[src/rtl/bp_wormhole_stream_arbiter.sv]
// Round-robin arbiter sharing one wormhole link among several packet streams.
// The grant is locked from header to last flit using the header len field.
module bp_wormhole_stream_arbiter #(
  parameter int num_req_p     = 4,
  parameter int flit_width_p  = 64,
  parameter int cord_width_p  = 8,
  parameter int len_width_p   = 4,
  parameter int lg_num_req_lp = (num_req_p > 1) ? $clog2(num_req_p) : 1
) (
  input  logic                              clk_i,
  input  logic                              reset_n_i,
  input  logic [num_req_p*flit_width_p-1:0] req_data_i,
  input  logic [num_req_p-1:0]              req_v_i,
  output logic [num_req_p-1:0]              req_ready_and_o,
  output logic [flit_width_p-1:0]           link_data_o,
  output logic                              link_v_o,
  input  logic                              link_ready_and_i,
  output logic [lg_num_req_lp-1:0]          grant_id_o,
  output logic                              grant_lock_o,
  output logic                              last_flit_o
);

  localparam logic [1:0] E_IDLE = 2'd0;
  localparam logic [1:0] E_HDR  = 2'd1;
  localparam logic [1:0] E_BODY = 2'd2;

  localparam logic [lg_num_req_lp-1:0] LAST_ID =
    lg_num_req_lp'(num_req_p - 1);

  logic [1:0]               state_q, state_d;
  logic [lg_num_req_lp-1:0] lock_id_q, lock_id_d;
  logic [lg_num_req_lp-1:0] ptr_q, ptr_d;
  logic [len_width_p-1:0]   cnt_q, cnt_d;

  logic [lg_num_req_lp-1:0] scan_id;
  logic [lg_num_req_lp-1:0] sel;
  logic [len_width_p-1:0]   len;
  logic                     accept;
  logic                     in_idle;
  logic                     found;
  int                       idx;

  // Pointer increment wraps at num_req_p, not at a power of two.
  function automatic logic [lg_num_req_lp-1:0] wrap_inc(
    input logic [lg_num_req_lp-1:0] x
  );
    if (x == LAST_ID) return '0;
    return x + 1'b1;
  endfunction

  // Round-robin scan starting at the priority pointer.
  always_comb begin
    scan_id = ptr_q;
    found   = 1'b0;
    idx     = 0;
    for (int k = 0; k < num_req_p; k++) begin
      idx = int'(ptr_q) + k;
      if (idx >= num_req_p) idx = idx - num_req_p;
      if (!found && req_v_i[idx]) begin
        found   = 1'b1;
        scan_id = lg_num_req_lp'(idx);
      end
    end
  end

  // Output datapath and handshake, combinational from state and inputs.
  always_comb begin
    in_idle     = (state_q == E_IDLE);
    sel         = in_idle ? scan_id : lock_id_q;
    link_data_o = req_data_i[sel*flit_width_p +: flit_width_p];
    link_v_o    = in_idle ? (|req_v_i) : req_v_i[sel];
    accept      = link_v_o & link_ready_and_i;
    len         = link_data_o[cord_width_p +: len_width_p];
    grant_id_o  = sel;
    grant_lock_o = !in_idle;
    last_flit_o  = link_v_o &
      (((state_q == E_BODY) && (cnt_q == len_width_p'(1))) ||
       ((state_q != E_BODY) && (len == '0)));
    req_ready_and_o = '0;
    for (int i = 0; i < num_req_p; i++) begin
      req_ready_and_o[i] = accept & (sel == lg_num_req_lp'(i));
    end
  end

  // Next-state logic for the packet lock FSM.
  always_comb begin
    state_d   = state_q;
    lock_id_d = lock_id_q;
    ptr_d     = ptr_q;
    cnt_d     = cnt_q;
    case (state_q)
      E_IDLE: begin
        if (|req_v_i) begin
          if (accept) begin
            if (len == '0) begin
              ptr_d = wrap_inc(sel);
            end else begin
              cnt_d     = len;
              lock_id_d = sel;
              state_d   = E_BODY;
            end
          end else begin
            lock_id_d = sel;
            state_d   = E_HDR;
          end
        end
      end
      E_HDR: begin
        if (accept) begin
          if (len == '0) begin
            ptr_d   = wrap_inc(lock_id_q);
            state_d = E_IDLE;
          end else begin
            cnt_d   = len;
            state_d = E_BODY;
          end
        end
      end
      E_BODY: begin
        if (accept) begin
          cnt_d = cnt_q - 1'b1;
          if (cnt_q == len_width_p'(1)) begin
            ptr_d   = wrap_inc(lock_id_q);
            state_d = E_IDLE;
          end
        end
      end
      default: state_d = E_IDLE;
    endcase
  end

  // State registers with asynchronous active-low reset.
  always_ff @(posedge clk_i or negedge reset_n_i) begin
    if (!reset_n_i) begin
      state_q   <= E_IDLE;
      lock_id_q <= '0;
      ptr_q     <= '0;
      cnt_q     <= '0;
    end else begin
      state_q   <= state_d;
      lock_id_q <= lock_id_d;
      ptr_q     <= ptr_d;
      cnt_q     <= cnt_d;
    end
  end

endmodule

[config.mk]
export PLATFORM = sky130hd
export DESIGN_NAME = bp_wormhole_stream_arbiter
export DESIGN_NICKNAME = d
export VERILOG_FILES = /design/src/rtl/bp_wormhole_stream_arbiter.sv
export SDC_FILE = /design/constraint.sdc
export NUM_CORES = 1
export LEC_CHECK = 0
export CAP_MARGIN = 40
export CORE_AREA = 2 2 130 132
export DETAILED_ROUTE_END_ITERATION = 8
export DIE_AREA = 0 0 132 134
export GPL_ROUTABILITY_DRIVEN = 0
export PLACE_DENSITY = 0.66
export SLEW_MARGIN = 0
export SYNTH_ARGS = -nofsm -noshare
export SYNTH_HDL_FRONTEND = slang
export SYNTH_SLANG_ARGS = --single-unit
[constraint.sdc]
create_clock -name clk_i -period 3.7 [get_ports clk_i]
set_clock_uncertainty 0.15 [all_clocks]
set_input_delay 0.555 -clock clk_i [delete_from_list [all_inputs] [get_ports clk_i]]
set_output_delay 0.555 -clock clk_i [all_outputs]
set_load 0.01 [all_outputs]
### Yosys cells after proc, flatten, opt, wreduce, memory -nomap -nowiden

Index checks and enable logic that the tools add are counted.

* bitwise logic cells: 6
* muxes and demuxes: 67
* reductions and logical operators: 19
* equal/unequal tests: 17
* add/sub/neg operators: 10
* shift-type cells: 1
* order comparisons: 9

Operators with widths (number)
* $shiftx A256 B9 Y64: 1
* $lt A32 B4 Y1 const B: 4
* $mux W32: 4
* $mux W2: 26
* $mux W1: 25
* $mux W4: 4
* $ne A2 B2 Y1 const B: 6
* $pmux W2 S3: 2
* $pmux W4 S3: 1
* $sub A3 B3 Y4 const B: 3
* $bmux W1 S2: 5
* $ge A3 B3 Y1 const B: 3
* $eq A2 B2 Y1 const B: 4
* $reduce_and A8 Y1: 1
* $add A2 B2 Y3 const B: 2
* $and A1 B1 Y1: 6
* $ne A2 B1 Y1 const B: 3
* $reduce_and A3 Y1: 2
* $logic_and A1 B1 Y1: 5
* $reduce_and A5 Y1: 1
* $add A2 B1 Y2 const B: 2
* $eq A2 B1 Y1 const B: 2
* $eq A4 B1 Y1 const B: 1
* $logic_not A1 Y1: 4
* 11 further kinds: 12

* input bits: 263
* word-level logic and storage cells: 133
* output and inout bits: 73
* flip-flop bits (word level): 10

### Longest topological paths before layout

Gate-level depths: netlist of the first run.

* word-level depth: 28
* mapped depth: 13
* gate-level depth less buffers: 11

### Least setup slack after synthesis of the first run

OpenSTA, ideal clock, no wires.

* path kind: reg-to-output
* start point: register state_q[0]
* end point: output req_ready_and_o[0]
* path buffers: 3
* stages on the path, launching flop included: 12
* arrival: 2.497 ns
* setup slack: 0.498 ns
* required time: 2.995 ns
* path through: dfrtp_1 -> inv_1 -> ha_1 -> buf_2 -> and2b_1 -> a221oi_4 -> nor2_2 -> inv_4 -> clkbuf_1 -> clkbuf_1 -> ha_1 -> and3_1

* cells in the longest elaborated chain, start to end: 7
* elaborated cells on any way between the ends: 8
* those cells by class: mux: 4; bitwise: 2; reduce/logical: 2

Ends and longest elaborated chain
* start: declaration: RTL line 30 `logic [1:0] state_q, state_d;`
* start signal: assignment: RTL line 140 `state_q <= state_d;`
* $logic_not A2 Y1 *: RTL line 68 `in_idle = (state_q == E_IDLE);`
* $mux W2: RTL line 69 `sel = in_idle ? scan_id : lock_id_q;`
* $bmux W1 S2: RTL line 71 `link_v_o = in_idle ? (|req_v_i) : req_v_i[sel];`
* $mux W1 (implied by the code): RTL line 71
* $mux W1: RTL line 71
* $and A1 B1 Y1: RTL line 72 `accept = link_v_o & link_ready_and_i;`
* $and A1 B1 Y1 *: RTL line 81 `req_ready_and_o[i] = accept & (sel == lg_num_req_lp'(i));`
* end: declaration: RTL line 14 `output logic [num_req_p-1:0] req_ready_and_o,`

Mark *: on every way between the ends. The rest lies on a longest branch, timed or not. The select of a mux whose other input is x is not followed.

### Worst setup path in the final report of the first run

* start point: register state_q[0]
* end point: output link_v_o

* cells in the longest elaborated chain, start to end: 5

Ends and longest elaborated chain
* $logic_not A2 Y1 *: RTL line 68
* $mux W2: RTL line 69
* $bmux W1 S2: RTL line 71
* $mux W1 (implied by the code): RTL line 71
* $mux W1 *: RTL line 71
* end: declaration: RTL line 16 `output logic link_v_o,`

Marks and branches as above.

==> impl_metrics.yaml, run 1 <==
cells_and_area:
  utilization_pct: 45.0
  syn_to_final_growth_pct: 137
  layout_common_cells: "clkdlybuf4s50_1, nand2_1, and3_1, a31oi_1, dlygate4sd2_1"
  drive_gt1_share_pct: 10.5
  final_common_cell: "clkdlybuf4s50_1"
  layout.nets: 1193
  fillers: 1701
  num_antenna_cells: 0
yosys:
  synthDistinctLibCells: 51
  ys.warnings.count: 0
  netlist_area_um2: 3090
  synth_edf_count: 0
  synth_top_area_share_pct: 31.0
  seq_area_frac_synth_pct: 8.09
  syn_nets: 829
  syn_inst: 555
  synth_area_per_cell_um2: 5.57
  synth_largest_area_cell: "nand2_1"
  synthTopCellsByArea: "nand2_1, and3_1, a31oi_1"
  synthFlopType: "dfrtp_1"
  synth-seq-cells: 10
  async_reset_ff_share_pct: 100
sta:
  worst_pin_slew_ns: 0.445
  hold_violations: 0
  maxSlewHeadroom_pct: 70.3
  clock.fmax_mhz: 279
  slew_viol_final: 0
  period_minus_slack_ns: 3.58
  fin_crit_sh_pct: 96.8
  setup_violations: 0
  rsz0062_at_grt: "no"
  hold_slack_ns: 0.392
route:
  first_pass_iters: 5
  routed_via_density: 4.63
  wl_per_cell_um: 15.8
  drcViolationCount: 0
  routed-via-count: 5271
  wl_um: 17900
  ant_nets: 0
  initialDrtViolationCount: 168
status:
  status: "completed"
power:
  p_sw_share_pct: 49.3
  p_seq_share_pct: 3.4
  clkPwrFrac_pct: 3.0
  ir_worst_vdd_uv: 453
  p_leak_nw: 3.43
  power_switching_w: 0.00345
  p_int_w: 0.00355
  powerDensity_nw_per_um2: 956
  combPwrFrac_pct: 93.6
clocking:
  numCtsBuffers: 3
  clockBufferDepth: 2
  insertion_delay_ns: 0.24
  clk_pin_slew_ns: 0.04
  cts_tree: "yes"
  cts_root_buf: "clkbuf_16"
  cts.sinks: 10
  cts-htree-levels: 1
grt:
  grt_pass1_wl_um: 27600
  grt_overflow: 0
  grt_pass1_vias: 5309
  grt_max_degree: 43
  antenna_found_initial: 0
  grt_usage_pct: 19.1
run:
  cap_violations: 0
floorplan:
  die_area_um2: 17700
  core_um2: 16300
  start_util_pct: 19.0
  die_x_um: 132
  placementRows: 47
  ios: 336
  dieHeight_um: 134
critical_path:
  endpoint_kind: "output port"
  crit_type: "flop to output port"
  cp.required_ns: 2.99
  arrival_ns: 2.88
  start_kind: "flop"
  crit_fanout: 6
hold_path:
  hold_class: "flop to flop"
place:
  io_buffers: 335
  post-dp-hpwl_um: 14400
-- what timing repair did --
action	in CTS	in global routing
gates cloned	3	0
setup endpoints to repair	68	11
pin swaps	5	7
resized for setup	78	17
buffers inserted	5	2
hold buffers	0	0
-- cells in the mapped netlist, types with 3 or more instances --
| cell | instances |
|---|---|
| a21oi_1 | 9 |
| dfrtp_1 | 10 |
| mux2i_1 | 3 |
| o21ai_0 | 9 |
| nand2_1 | 255 |
| and3_1 | 65 |
| clkbuf_1 | 33 |
| mux2_1 | 3 |
| inv_1 | 14 |
| buf_1 | 4 |
| nor3_1 | 3 |
| ha_1 | 11 |
| nand4b_1 | 3 |
| buf_2 | 5 |
| nand3_1 | 11 |
| nor2_1 | 7 |
| nand2b_1 | 6 |
| a31oi_1 | 60 |
| a22o_1 | 3 |
| o21ai_1 | 3 |
-- critical path, cell delays in order (launching register included) --
cell	delay (ns)
dfrtp_1	0.34
inv_1	0.08
ha_4	0.18
buf_4	0.16
and2b_2	0.22
a221o_1	0.36
buf_4	0.16
mux2_2	0.30
nor3_4	0.27
a21oi_4	0.07
clkdlybuf4s50_1	0.49
-- registers in the layout (all words and copies together) (netlist names) --
register and cells:
ptr_q 2, cnt_q 4, lock_id_q 2, state_q 2
-- routing by layer --
| metal | vias up | share of wire [%] | track usage (%) |
|---|---|---|---|
| li1 | 2650 | - | - |
| met1 | 2342 | 42 | 24.0 |
| met2 | 252 | 47 | 33.5 |
| met3 | 27 | 7.8 | 3.63 |
| met4 | 0 | 2.3 | 5.01 |
| met5 | - | 0 | 0 |
-- logic make-up (layout without fill, tap and decap cells) --
logic type / after synthesis / after routing / share of synthesized area [%]
multiplexers: 7 / 7 / 2.43
adder cells (fa/ha/maj): 11 / 11 / 4.45
AO/OA/AOI/OAI: 107 / 107 / 25.3
flip-flops: 10 / 10 / 8.09
AND/OR/NAND/NOR: 362 / 362 / 52.4
buffers and inverters: 58 / 421 / 7.32
-- stage by stage --
stage	setup WS, ns	power [W]	area (µm²)	setup TNS [ns]	cells
2_1_floorplan	0.498	0.00349	3090	0	555
3_3_place_gp	-0.399	0.00689	7070	-19.33	1124
3_5_place_dp	-0.485	0.00693	7070	-22.94	1124
4_1_cts	-0.0796	0.00701	7250	-0.206	1136
5_1_grt	0.0103	0.00764	7330	0	1138
6_report	0.118	0.00701	7330	0	1138
-- final cells by class --
| class | count | area [µm²] | share of cell area (%) |
|---|---|---|---|
| tap | 220 | 275 | 3.76 |
| timing repair buffer | 400 | 3960 | 54.0 |
| multi-input combinational | 487 | 2690 | 36.7 |
| timing repair inverter | 1 | 3.75 | 0.0512 |
| inverter | 16 | 65.1 | 0.888 |
| sequential | 10 | 250 | 3.42 |
| clock buffer | 4 | 88.8 | 1.21 |
-- path summary, 6_finish.rpt --
check | from | endpoint | slack (ns) | cells past startpoint
setup reg to reg | state_q[0] | ptr_q[0] | 0.41 | 13
max in group asynchronous | reset_n_i | lock_id_q[0] | 2.62 | 1
hold reg to reg | lock_id_q[1] | lock_id_q[1] | 0.39 | 1
setup / recovery | state_q[0] | link_v_o | 0.12 | 10
hold / removal | lock_id_q[1] | lock_id_q[1] | 0.39 | 1
min in group asynchronous | reset_n_i | state_q[0] | 0.48 | 1
-- power groups by stage --
stage	Sequential, W	Clock (W)	Combinational, W
2_1_floorplan	0.000220	0	0.00327
3_3_place_gp	0.000231	0	0.00666
3_5_place_dp	0.000234	0	0.00670
4_1_cts	0.000233	0.000217	0.00656
5_1_grt	0.000243	0.000223	0.00718
6_report	0.000236	0.000214	0.00656
(Power assumes the default switching activity.)
==> run 2: changes to the inputs <==
Settings changed: SETUP_SLACK_MARGIN set to 0.02.
==> run 2 against run 1 <==
- clock-buffer cell count unchanged
- die area unchanged
- hold slack about the same
- global-route usage about the same
- setup slack worse by 0.031 ns
- non-clock buffer count up 1
- largest cell class unchanged
==> impl_metrics.yaml, run 2 (synthesis results as in run 1) <==
status:
  status: "completed"
place:
  io_buffers: 335
  post-dp-hpwl_um: 14400
  place_inst: 1124
run:
  cap_violations: 0
sta:
  fin_crit_sh_pct: 97.7
  maxSlewHeadroom_pct: 70.5
  worst_pin_slew_ns: 0.441
  slew_viol_final: 0
  setup_violations: 0
  hold_violations: 0
  setup_tns_ns: 0
  rsz0062_at_grt: "yes"
  clock.fmax_mhz: 277
  period_minus_slack_ns: 3.61
grt:
  grt_overflow: 0
  grt_max_degree: 43
  grt_usage_pct: 19.1
  grt_pass1_wl_um: 27600
  grt_pass1_vias: 5310
  antenna_found_initial: 0
cells_and_area:
  drive_gt1_share_pct: 10.6
  fillers: 1709
  largest_reg_flops: 4
  final_cells: 1139
  utilization_pct: 44.9
  final_common_cell: "clkdlybuf4s50_1"
  regMostFlops: "cnt_q"
  layout_common_cells: "clkdlybuf4s50_1, nand2_1, and3_1, dlygate4sd2_1, a31oi_1"
  num_antenna_cells: 0
  syn_to_final_growth_pct: 137
  layout.nets: 1194
floorplan:
  core_um2: 16300
  placementRows: 47
  start_util_pct: 19.0
  die_area_um2: 17700
  dieHeight_um: 134
  die_x_um: 132
  ios: 336
clocking:
  insertion_delay_ns: 0.24
  cts_root_buf: "clkbuf_16"
  numCtsBuffers: 3
  cts_hold_buf: 0
  cts.sinks: 10
  clockBufferDepth: 2
  cts-htree-levels: 1
  clk_pin_slew_ns: 0.04
  cts_tree: "yes"
critical_path:
  crit_fanout: 6
  endpoint_kind: "output port"
  cp.required_ns: 2.99
  reg2regPathDepth: 14
  crit_type: "flop to output port"
  arrival_ns: 2.91
  start_kind: "flop"
route:
  first_pass_iters: 5
  initialDrtViolationCount: 195
  drcViolationCount: 0
  ant_nets: 0
  wl_um: 18200
  routed-via-count: 5279
  routed_via_density: 4.63
  wl_per_cell_um: 16.0
power:
  power_w: 0.00704
  powerDensity_nw_per_um2: 963
  p_leak_nw: 3.40
  ir_worst_vdd_uv: 456
hold_path:
  min_path_cells: 1
  hold_class: "flop to flop"
==> run 2: worst paths after layout <==
kind	startpoint	end	slack (ns)
min in group asynchronous	reset_n_i	state_q[0]	0.48
max in group asynchronous	reset_n_i	lock_id_q[0]	2.62
worst max register to register	state_q[0]	ptr_q[0]	0.40
worst min register to register	lock_id_q[1]	lock_id_q[1]	0.39
worst min-delay path	lock_id_q[1]	lock_id_q[1]	0.39
worst max-delay path	state_q[0]	link_v_o	0.09
==> run 2: power by group <==
group,leakage [nW],internal [W],switching (W)
sequential,0.118,0.000169,0.0000663
clock,0.0442,0.000163,0.0000511
combinational,3.24,0.00322,0.00337
total,3.40,0.00355,0.00349
==> run 2: metrics by stage <==
step | hold slack [ns] | area, µm² | worst slack, ns
after floorplan | 0.109 | 3090 | 0.498
after global routing | 0.410 | 7310 | -0.000307
after CTS | 0.394 | 7260 | -0.0796
after detailed placement | 0.380 | 7070 | -0.485
after global placement | 0.355 | 7070 | -0.399
final | 0.392 | 7310 | 0.0866
==> run 2: final cells by class <==
class | instances | area [µm²] | share of cell area, %
Multi-Input combinational cell | 487 | 2670 | 36.6
Timing Repair inverter | 1 | 3.75 | 0.0513
Tap cell | 220 | 275 | 3.76
Inverter | 16 | 65.1 | 0.889
Timing Repair Buffer | 401 | 3960 | 54.1
Clock buffer | 4 | 88.8 | 1.21
Sequential cell | 10 | 250 | 3.42
==> run 2: what timing repair did <==
| item | 4_1_cts | 5_1_grt |
|---|---|---|
| gates cloned | 3 | 1 |
| pin swaps | 5 | 6 |
| gates resized for setup | 84 | 9 |
| endpoints found under the setup margin | 68 | 11 |
| setup buffers | 5 | 2 |
==> run 2: critical path, cell delays in order, from the launching register on <==
cell and delay, ns:
dfrtp_1 0.34, inv_1 0.07, ha_2 0.22, buf_4 0.17
and2b_2 0.22, a221o_1 0.36, buf_4 0.16, mux2_2 0.30
nor3_4 0.27, a21oi_4 0.07, clkdlybuf4s50_1 0.49
==> run 2: metal layers <==
layer | vias to the layer above | share of wire [%] | GRT usage [%]
met3 | 27 | 7.6 | 3.63
met4 | 0 | 2.3 | 5.01
met2 | 248 | 48 | 33.5
li1 | 2648 | - | -
met5 | - | 0 | 0
met1 | 2356 | 43 | 24.0
